--- config.mk ---
export PLATFORM = sky130hd
export DESIGN_NAME = aes_mix_add_stage
export DESIGN_NICKNAME = d
export VERILOG_FILES = /design/src/rtl/aes_pkg.sv /design/src/rtl/aes_mix_column.sv /design/src/rtl/aes_mix_add_stage.sv
export SDC_FILE = /design/constraint.sdc
export NUM_CORES = 1
export LEC_CHECK = 0
export ABC_CLOCK_PERIOD_IN_PS = 47900
export CORE_MARGIN = 5
export CORE_UTILIZATION = 35
export DETAILED_ROUTE_END_ITERATION = 10
export GPL_TIMING_DRIVEN = 0
export PLACE_DENSITY_LB_ADDON = 0.12
export SYNTH_ARGS = -nofsm -noshare
export SYNTH_HDL_FRONTEND = slang
export SYNTH_SLANG_ARGS = --single-unit
--- constraint.sdc ---
create_clock -name clk -period 47.9 [get_ports clk]
set_input_delay 14.37 -clock clk [delete_from_list [all_inputs] [get_ports clk]]
set_output_delay 14.37 -clock clk [all_outputs]
set_load 0.02 [all_outputs]
--- src/rtl/aes_pkg.sv ---
// Shared AES round-stage types, constants and byte-level helpers.
package aes_pkg;

  localparam int unsigned STATE_W  = 128;
  localparam int unsigned COL_W    = 32;
  localparam logic [7:0]  AES_POLY = 8'h1b;

  function automatic logic [7:0] xtime(input logic [7:0] b);
    return {b[6:0], 1'b0} ^ (b[7] ? AES_POLY : 8'h00);
  endfunction

  // LSB position of state byte s[r][c] (byte 4c+r, byte 0 at the MSB end)
  function automatic int unsigned byte_lsb(input int unsigned r, input int unsigned c);
    return STATE_W - 8 * (4 * c + r + 1);
  endfunction

  function automatic logic [STATE_W-1:0] shift_rows(input logic [STATE_W-1:0] s);
    logic [STATE_W-1:0] sr;
    sr = '0;
    for (int unsigned c = 0; c < 4; c++) begin
      for (int unsigned r = 0; r < 4; r++) begin
        sr[byte_lsb(r, c) +: 8] = s[byte_lsb(r, (c + r) % 4) +: 8];
      end
    end
    return sr;
  endfunction

endpackage

--- src/rtl/aes_mix_column.sv ---
// MixColumns on one 32-bit column; row 0 occupies the top byte.
module aes_mix_column
  import aes_pkg::*;
(
  input  logic [COL_W-1:0] col_i,
  output logic [COL_W-1:0] col_o
);

  logic [7:0] a0, a1, a2, a3;

  assign a0 = col_i[31:24];
  assign a1 = col_i[23:16];
  assign a2 = col_i[15:8];
  assign a3 = col_i[7:0];

  // 3*b expressed as xtime(b) ^ b
  assign col_o[31:24] = xtime(a0) ^ xtime(a1) ^ a1 ^ a2 ^ a3;
  assign col_o[23:16] = a0 ^ xtime(a1) ^ xtime(a2) ^ a2 ^ a3;
  assign col_o[15:8]  = a0 ^ a1 ^ xtime(a2) ^ xtime(a3) ^ a3;
  assign col_o[7:0]   = xtime(a0) ^ a0 ^ a1 ^ a2 ^ xtime(a3);

endmodule

--- src/rtl/aes_mix_add_stage.sv ---
// ShiftRows -> MixColumns (skipped on last round) -> AddRoundKey, as an
// elastic valid/ready pipeline of one or two register stages.
module aes_mix_add_stage
  import aes_pkg::*;
#(
  parameter bit MID_REG = 1'b1
) (
  input  logic               clk,
  input  logic               rst,
  input  logic               in_valid,
  output logic               in_ready,
  input  logic [STATE_W-1:0] in_block,
  input  logic [STATE_W-1:0] in_round_key,
  input  logic               in_last,
  output logic               out_valid,
  input  logic               out_ready,
  output logic [STATE_W-1:0] out_block,
  output logic               out_last
);

  logic [STATE_W-1:0] sr_c, mc_c, mixed_c;
  logic               s2_adv_c;
  logic               s2_in_valid_c;
  logic [STATE_W-1:0] s2_in_block_c;
  logic               s2_in_last_c;

  logic               out_valid_q, out_valid_d;
  logic [STATE_W-1:0] out_block_q, out_block_d;
  logic               out_last_q,  out_last_d;

  assign sr_c = shift_rows(in_block);

  for (genvar c = 0; c < 4; c++) begin : g_mix
    aes_mix_column u_mix_column (
      .col_i (sr_c[STATE_W-1-COL_W*c -: COL_W]),
      .col_o (mc_c[STATE_W-1-COL_W*c -: COL_W])
    );
  end

  assign mixed_c  = in_last ? sr_c : mc_c;
  assign s2_adv_c = !out_valid_q || out_ready;

  if (MID_REG) begin : g_mid
    logic               s1_valid_q, s1_valid_d;
    logic [STATE_W-1:0] s1_state_q, s1_state_d;
    logic [STATE_W-1:0] s1_key_q,   s1_key_d;
    logic               s1_last_q,  s1_last_d;
    logic               s1_adv_c;

    assign s1_adv_c = !s1_valid_q || s2_adv_c;
    // Held low during reset so nothing is offered a handshake then
    assign in_ready = s1_adv_c && !rst;

    always_comb begin
      s1_valid_d = s1_valid_q;
      s1_state_d = s1_state_q;
      s1_key_d   = s1_key_q;
      s1_last_d  = s1_last_q;
      if (s1_adv_c) begin
        s1_valid_d = in_valid;
        if (in_valid) begin
          s1_state_d = mixed_c;
          s1_key_d   = in_round_key;
          s1_last_d  = in_last;
        end
      end
    end

    always_ff @(posedge clk or posedge rst) begin
      if (rst) begin
        s1_valid_q <= 1'b0;
        s1_state_q <= '0;
        s1_key_q   <= '0;
        s1_last_q  <= 1'b0;
      end else begin
        s1_valid_q <= s1_valid_d;
        s1_state_q <= s1_state_d;
        s1_key_q   <= s1_key_d;
        s1_last_q  <= s1_last_d;
      end
    end

    assign s2_in_valid_c = s1_valid_q;
    assign s2_in_block_c = s1_state_q ^ s1_key_q;
    assign s2_in_last_c  = s1_last_q;
  end else begin : g_nomid
    assign in_ready      = s2_adv_c && !rst;
    assign s2_in_valid_c = in_valid;
    assign s2_in_block_c = mixed_c ^ in_round_key;
    assign s2_in_last_c  = in_last;
  end

  always_comb begin
    out_valid_d = out_valid_q;
    out_block_d = out_block_q;
    out_last_d  = out_last_q;
    if (s2_adv_c) begin
      out_valid_d = s2_in_valid_c;
      if (s2_in_valid_c) begin
        out_block_d = s2_in_block_c;
        out_last_d  = s2_in_last_c;
      end
    end
  end

  always_ff @(posedge clk or posedge rst) begin
    if (rst) begin
      out_valid_q <= 1'b0;
      out_block_q <= '0;
      out_last_q  <= 1'b0;
    end else begin
      out_valid_q <= out_valid_d;
      out_block_q <= out_block_d;
      out_last_q  <= out_last_d;
    end
  end

  assign out_valid = out_valid_q;
  assign out_block = out_block_q;
  assign out_last  = out_last_q;

endmodule

======== Yosys cells after proc, flatten, opt, wreduce, memory -nomap -nowiden ========
Cells that the tools add are included.
storage, ports and cells
  flip-flop bits (word level) ............. 388
  input port bits ......................... 261
cells by class
  reduce and logical (&&, ||, !) cells .... 8
  multiplexer cells ....................... 17
  bitwise gates (word level) .............. 81
operators with widths
  cell                 count
  $xor A8 B8 Y8        77
  $mux W128            1
  $xor A128 B128 Y128  1
  $mux W5              16
  $xor A8 B5 Y8        3
  $reduce_and A2 Y1    2
  $logic_not A1 Y1     3
  $logic_or A1 B1 Y1   2
  $logic_and A1 B1 Y1  1

======== Logic depth before layout (Yosys ltp) ========
Gate-level depths: netlist of run 1.
  depth after elaboration ................. 7
  gate-level depth with buffers ........... 7
  gate-level depth less buffers ........... 4

======== Cells and area by module ========
A second synthesis of run 1 with hierarchy kept.
unflattened totals
  cells, all modules ...................... 1,606
  area total of the unflattened synthesis .. 22,444.0 sq um
modules (own cells, without submodules)
  module             sequential area each (sq um)  instances  area an instance (sq um)  cells each
  aes_mix_add_stage  9,709.3                       1          17,143.9                  1,266
  aes_mix_column     0.0                           4          1,325.0                   85

======== Least setup slack after synthesis of run 1 ========
Ideal clock, no wire load.
  path kind ............................... input-to-output
  start ................................... in rst
  end ..................................... out in_ready
  path buffers ............................ 0
  stages on the path ...................... 2
  setup slack ............................. 10.282 ns
  arrival time ............................ 23.248 ns
  cell sequence ........................... inv_1 > and2_1
on the way
  longest elaborated chain between the ends .. 2
ends and longest elaborated chain
  element                     RTL line                 text
  start, declared             aes_mix_add_stage.sv:9   input logic rst,
  $logic_not A1 Y1 (no line)  -
  $logic_and A1 B1 Y1         aes_mix_add_stage.sv:52  assign in_ready = s1_adv_c && !rst;
  end, declared               aes_mix_add_stage.sv:11  output logic in_ready,
Every way passes these cells.

======== Worst setup path after layout of run 1 ========
Ends and elaborated chain as after synthesis.

==> impl_metrics.yaml, run 1 <==
floorplanning:
  start_util_pct: 35.37
  die_x_um: 248.9
  die_y_um: 248.9
  coreArea_um2: 56500
  core.rowCount: 87
  io_pins: 392
  die_area_um2: 61970
final_layout:
  fin_cells: 3344
  layout.nets: 2804
  layout-drive-gt1-share_pct: 5.118
  nFillCells: 5460
  area_growth_pct: 31.29
timing:
  drv_slew: 0
  hold_viol: 0
  fmaxAchievable_mhz: 32.32
  tightest_slew_ns: 1.421
  setup_viol: 0
  hold_slack_ns: 0.4759
  min_period_over_period_pct: 64.59
  rsz0062_at_grt: "no"
  tns_ns: 0
  fin_skew_ns: 0.01650
  min_period_ns: 30.94
  worst_slew_margin_rel_pct: 5.245
detailed_routing:
  drt_wl_total_um: 65260
  dr.first_iter.drc_count: 929
  dr_total_vias: 15900
  via_per_inst: 4.756
  ant_nets: 0
  drc_errors: 0
  dr.pass1.iters: 5
  routedWlPerCell_um: 19.52
clock_network:
  cts_sinks: 388
  cts-resized-gates: 0
  insertion_delay_ns: 0.59
  path_clk_slew_ns: 0.06
  cts_max_level: 2
  cts_buffers: 45
  ctsHoldBuffers: 0
  cts_tree: "done"
  cts_max_path_buffers: 3
  post_cts_buffers: 0
  cts-root-buf: "clkbuf_16"
place:
  finalWeightedCongestion: 0.8879
  dpl.hpwl_um: 49410
  io_buffers: 367
  place_inst: 3252
power_and_ir_drop:
  power_uw: 1174
  power_density_nw_per_um2: 44.77
  p_leak_uw: 0.01083
  vdd_drop_max_mv: 0.02497
synthesis:
  synthArstFlopShare_pct: 100.0
  yosys-top-cells-count: "nand2_1 (645), xnor2_1 (447), dfrtp_1 (388)"
  seq_area_frac_synth_pct: 48.59
  synth_area_um2: 19980
  synth_fa_ha_area_share_pct: 0
  netlist.area_leader.share_pct: 48.59
  muxShareOfSynthArea_pct: 0.05635
  synth_cell_type_count: 18
  synth-xor-area-share_pct: 24.90
  synth_ff_type: "dfrtp_1"
  synth_top_area_cell: "dfrtp_1"
  synthTopCellsByArea: "dfrtp_1 (49%), xnor2_1 (20%), nand2_1 (12%), xor2_1 (4.9%), o211ai_1 (4.8%)"
  synth_simple_gate_area_share_pct: 15.55
  yosysMostFrequentCell: "nand2_1"
  synth-compound-area-share_pct: 8.015
  yosys_warnings: 0
  syn_nets: 2387
  synth_edf_count: 0
  synthCells: 2126
  syn_area_per_cell_um2: 9.399
  synth-seq-cells: 388
  synth_top_family_by_area: "XOR/XNOR gates"
hold_path:
  hold_depth: 2
  hp-class: "flop to flop"
global_route:
  grt_pass1_vias: 16690
  grt_pass1_wl_um: 101400
  antenna_found_initial: 11
  groute.usage.overall_pct: 20.63
  grt_overflow: 0
  grt_start_max_net_pins: 128
worst_setup_path:
  crit_fanout: 92
  endpoint_kind: "output pin"
  crit_path_frequent_cell: "clkdlybuf4s50_1"
  critPathMaxStageDelay_ns: 0.60
  cp_slowest_cell: "clkdlybuf4s50_1"
  critPathArrivalTime_ns: 16.57
  start_kind: "input pin"
  worstPathRequired_ns: 33.53
  worstRegToRegCells: 7
  crit_type: "input pin to output pin"
  r2r_slack_ns: 44.71
  crit_chain: "clkdlybuf4s50_1, inv_8, buf_16, and2_1, clkdlybuf4s50_1"
flow_run:
  drv_cap: 0
run_status:
  outcome: "finished clean"
-- power by group --
part	total, uW	switching [uW]	internal [uW]
Clock	355	143	212
Combinational	364	189	175
Sequential	456	54.3	401
Total	1170	386	788
-- worst paths after layout --
kind | startpoint | endpoint
setup / recovery | rst | in_ready
hold / removal | out_block[68]$_DFFE_PP0P_ | out_block[68]$_DFFE_PP0P_
setup reg to reg | out_valid$_DFFE_PP0P_ | out_block[104]$_DFFE_PP0P_
hold reg to reg | out_block[68]$_DFFE_PP0P_ | out_block[68]$_DFFE_PP0P_
max in group asynchronous | rst | g_mid.s1_state_q[29]$_DFFE_PP0P_
min in group asynchronous | rst | out_block[102]$_DFFE_PP0P_
-- cell type report --
type	count	area (um2)	area share, %
plain buffers	137	575.6	2.194
diodes	9	22.52	0.08584
flip-flops and latches	388	9709	37.01
well taps	756	945.9	3.605
clock inverters	20	212.7	0.8108
multi-input cells	1600	9696	36.96
clock buffers	63	1306	4.979
repair buffers	370	3756	14.32
inverters	1	11.26	0.04292
-- per-layer routing --
layer	global-route usage (%)	share of wire [%]	vias up	wire length, um
li1	-	-	7711	-
met1	28.55	46	7746	29940
met2	33.92	47	374	30980
met3	3.351	4.6	71	2992
met4	5.423	2.0	2	1326
met5	0	0.031	-	20
-- placed cells by master (no fill, tap or decap) --
| cell type | n |
|---|---|
| clkinvlp_4 | 2 |
| o21ai_0 | 128 |
| xor3_1 | 1 |
| inv_6 | 1 |
| clkbuf_2 | 1 |
| xnor2_1 | 447 |
| o211ai_1 | 128 |
| nand3_1 | 128 |
| clkbuf_16 | 47 |
| clkbuf_1 | 86 |
| nand3b_1 | 1 |
| dfrtp_1 | 388 |
| clkdlybuf4s50_1 | 367 |
| clkinv_2 | 12 |
| and2_1 | 2 |
| clkbuf_8 | 7 |
| clkinv_4 | 1 |
| buf_2 | 48 |
| xor2_2 | 1 |
| buf_16 | 3 |
| mux2_2 | 1 |
| bufinv_16 | 4 |
| xnor2_2 | 3 |
| nand2b_1 | 4 |
| diode_2 | 9 |
| xor2_1 | 111 |
| buf_1 | 11 |
| nand2_1 | 645 |
| inv_8 | 1 |
-- per-stage QoR --
stage / area, um2 / util, % / setup slack, ns
floorplan: 19980 / - / 10.28
global placement: 24600 / 43.55 / 5.832
detailed placement: 24690 / 43.71 / 16.94
CTS: 26210 / 46.40 / 16.94
global route: 26230 / 46.43 / 16.77
finish: 26240 / 46.44 / 16.96
-- cells by family after synthesis --
| group | after synthesis |
|---|---|
| AND/OR/NAND/NOR | 780 |
| multiplexers | 1 |
| AO/OA/AOI/OAI | 256 |
| XOR/XNOR | 563 |
| buffers and inverters | 138 |
| flip-flops | 388 |
-- worst max-delay path, delay by kind of cell --
family	cells	cell delay, ns
buffers and inverters	4	1.83
and+or+nand+nor	1	0.21
-- state kept, by name, summed over array words and instances (netlist names) --
register / flops
out_block: 128
out_last: 1
g_mid.s1_valid_q: 1
g_mid.s1_state_q: 128
out_valid: 1
g_mid.s1_last_q: 1
g_mid.s1_key_q: 128
Note: power is estimated with default switching activity, not from simulation.
==> run 2, diff against run 1 <==
--- a/config.mk
+++ b/config.mk
@@ -5,7 +5,7 @@
 export SDC_FILE = /design/constraint.sdc
 export NUM_CORES = 1
 export LEC_CHECK = 0
-export ABC_CLOCK_PERIOD_IN_PS = 47900
+export ABC_CLOCK_PERIOD_IN_PS = 26500
 export CORE_MARGIN = 5
 export CORE_UTILIZATION = 35
 export DETAILED_ROUTE_END_ITERATION = 10
==> constraint.sdc (replaced) <==
create_clock -name clk -period 26.5 [get_ports clk]
set_input_delay 7.95 -clock clk [delete_from_list [all_inputs] [get_ports clk]]
set_output_delay 7.95 -clock clk [all_outputs]
set_load 0.02 [all_outputs]
==> results of run 2 <==
Same layout as run 1 (identical final DEF). Status: finished clean.
Among the figures that moved: setup slack after placement 16.94 ns -> 8.381 ns; setup slack after layout 16.96 ns -> 8.401 ns; register-to-register setup slack 44.71 ns -> 23.31 ns; total power 1174 uW -> 2123 uW; worst IR drop on VDD 0.02497 mV -> 0.04513 mV
==> run 3, diff against run 2 <==
--- a/config.mk
+++ b/config.mk
@@ -5,7 +5,7 @@
 export SDC_FILE = /design/constraint.sdc
 export NUM_CORES = 1
 export LEC_CHECK = 0
-export ABC_CLOCK_PERIOD_IN_PS = 26500
+export ABC_CLOCK_PERIOD_IN_PS = 18900
 export CORE_MARGIN = 5
 export CORE_UTILIZATION = 35
 export DETAILED_ROUTE_END_ITERATION = 10
==> constraint.sdc (replaced) <==
create_clock -name clk -period 18.9 [get_ports clk]
set_input_delay 5.67 -clock clk [delete_from_list [all_inputs] [get_ports clk]]
set_output_delay 5.67 -clock clk [all_outputs]
set_load 0.02 [all_outputs]
==> run 3 against run 2 <==
  * Non-clock buffer count grew 8
  * Clock power rose by 34%
  * Core utilization up 0.11 points
  * Cell count increased by 0.12%
  * Via count increased by 0.28%
  * Largest cell class unchanged
==> impl_metrics.yaml, run 3 (synthesized netlist as in run 1, its figures left out) <==
run_status:
  outcome: "finished clean"
place:
  io_buffers: 367
  place_ws_ns: 4.917
  place_inst: 3260
  dpl.hpwl_um: 50250
  finalWeightedCongestion: 0.8724
final_layout:
  final_core_util_pct: 46.54
  layout_common_cells: "nand2_1 (645), xnor2_1 (447), dfrtp_1 (388)"
  layout.nets: 2811
  fin_cells: 3348
  area_growth_pct: 31.59
  layout_commonest_cell: "nand2_1"
  layout-drive-gt1-share_pct: 5.002
floorplanning:
  coreArea_um2: 56500
  die_y_um: 248.9
  start_util_pct: 35.37
  die_x_um: 248.9
  core.rowCount: 87
  die_area_um2: 61970
  io_pins: 392
worst_setup_path:
  start_kind: "input pin"
  crit_fanout: 42
  worstPathRequired_ns: 13.23
  crit_buf_inv: 6
  crit_chain: "clkdlybuf4s50_1, clkinvlp_4, buf_12, buf_12, buf_12, and2_1, clkdlybuf4s50_1"
  critPathMaxStageDelay_ns: 0.54
  critPathTopFamily: "buffers and inverters"
  critPathArrivalTime_ns: 8.21
  endpoint_kind: "output pin"
  crit_type: "input pin to output pin"
  cp_slowest_cell: "clkdlybuf4s50_1"
  crit_path_frequent_cell: "buf_12"
detailed_routing:
  via_per_inst: 4.764
  dr.pass1.iters: 6
  routedWlPerCell_um: 19.47
  ant_nets: 0
  drc_errors: 0
  dr.first_iter.drc_count: 789
  dr_total_vias: 15950
  drt_wl_total_um: 65180
timing:
  setup_viol: 0
  drv_slew: 0
  hold_viol: 0
  fmaxAchievable_mhz: 72.06
  worst_slew_margin_rel_pct: 9.885
  min_period_ns: 13.88
  fin_skew_ns: 0.02111
  tns_ns: 0
  rsz0062_at_grt: "no"
  timing.final.ws_setup_ns: 5.023
  min_period_over_period_pct: 73.42
  tightest_slew_ns: 1.352
hold_path:
  hp-class: "flop to flop"
clock_network:
  cts_sinks: 388
  cts_buffers: 44
  cts_max_path_buffers: 3
  ctsHoldBuffers: 0
  cts_max_level: 2
  cts_tree: "done"
  insertion_delay_ns: 0.57
  cts-resized-gates: 0
  post_cts_buffers: 0
  path_clk_slew_ns: 0.06
  cts-root-buf: "clkbuf_16"
global_route:
  grt_pass1_vias: 16990
  antenna_found_initial: 15
  grt_overflow: 0
  groute.usage.overall_pct: 20.52
  grt_pass1_wl_um: 101300
  grt_start_max_net_pins: 43
flow_run:
  drv_cap: 0
power_and_ir_drop:
  power_density_nw_per_um2: 111.8
  vdd_drop_max_mv: 0.07013
  p_leak_uw: 0.01084
## run 3: cell count changes in the layout (fill, tap and decap cells not counted), sizes merged
cell / previous run / this run
bufinv: 4 / 3
clkbuf: 141 / 146
diode: 9 / 13
buf: 62 / 70
inv: 2 / 0
clkinv: 13 / 3
## run 3: metrics by stage
step,hold WS [ns],total power [uW],cell area [um2]
after global placement,0.4632,2090,24610
after CTS,0.4825,2983,26260
after floorplan,0.4419,1680,19990
final,0.4788,2940,26300
after detailed placement,0.4700,2104,24830
after global routing,0.4971,3104,26290
## run 3: final cells by class
cell class | instances | area, um2
clock inverter | 7 | 112.6
buffer | 137 | 575.6
antenna | 13 | 32.53
inverter | 1 | 7.507
multi-input combinational | 1600 | 9696
timing repair buffer | 378 | 3894
fill | 5459 | 30200
sequential | 388 | 9709
tap | 756 | 945.9
clock buffer | 68 | 1323
## run 3: worst paths after layout
| check | start | to | slack [ns] | cells after the start |
|---|---|---|---|---|
| worst min register to register | out_block[33]$_DFFE_PP0P_ | out_block[33]$_DFFE_PP0P_ | 0.48 | 2 |
| max in group asynchronous | rst | g_mid.s1_state_q[30]$_DFFE_PP0P_ | 11.74 | 7 |
| worst max-delay path | rst | in_ready | 5.02 | 7 |
| worst min-delay path | out_block[33]$_DFFE_PP0P_ | out_block[33]$_DFFE_PP0P_ | 0.48 | 2 |
| worst max register to register | out_valid$_DFFE_PP0P_ | out_block[65]$_DFFE_PP0P_ | 15.71 | 6 |
| min in group asynchronous | rst | out_block[107]$_DFFE_PP0P_ | 5.55 | 2 |
## run 3: layer usage
| layer | global-route usage [%] | vias to the layer above | part of all wire [%] |
|---|---|---|---|
| li1 | - | 7715 | - |
| met1 | 27.65 | 7794 | 45 |
| met2 | 33.91 | 360 | 48 |
| met3 | 3.905 | 80 | 4.9 |
| met4 | 5.975 | 0 | 2.1 |
| met5 | 0 | - | 0 |
## run 3: worst reg2reg max path, cell delays in order (launching register included)
cell and delay [ns]:
dfrtp_1 0.36, nand2b_1 0.08, nand2_1 0.52, buf_2 0.48, clkbuf_1 0.93, clkbuf_1 0.48
o21ai_0 0.21
## run 3: where the power goes
part | switching [uW] | internal, uW | total [uW]
clock network | 340 | 518 | 858
registers | 138 | 1020 | 1160
logic | 480 | 446 | 927
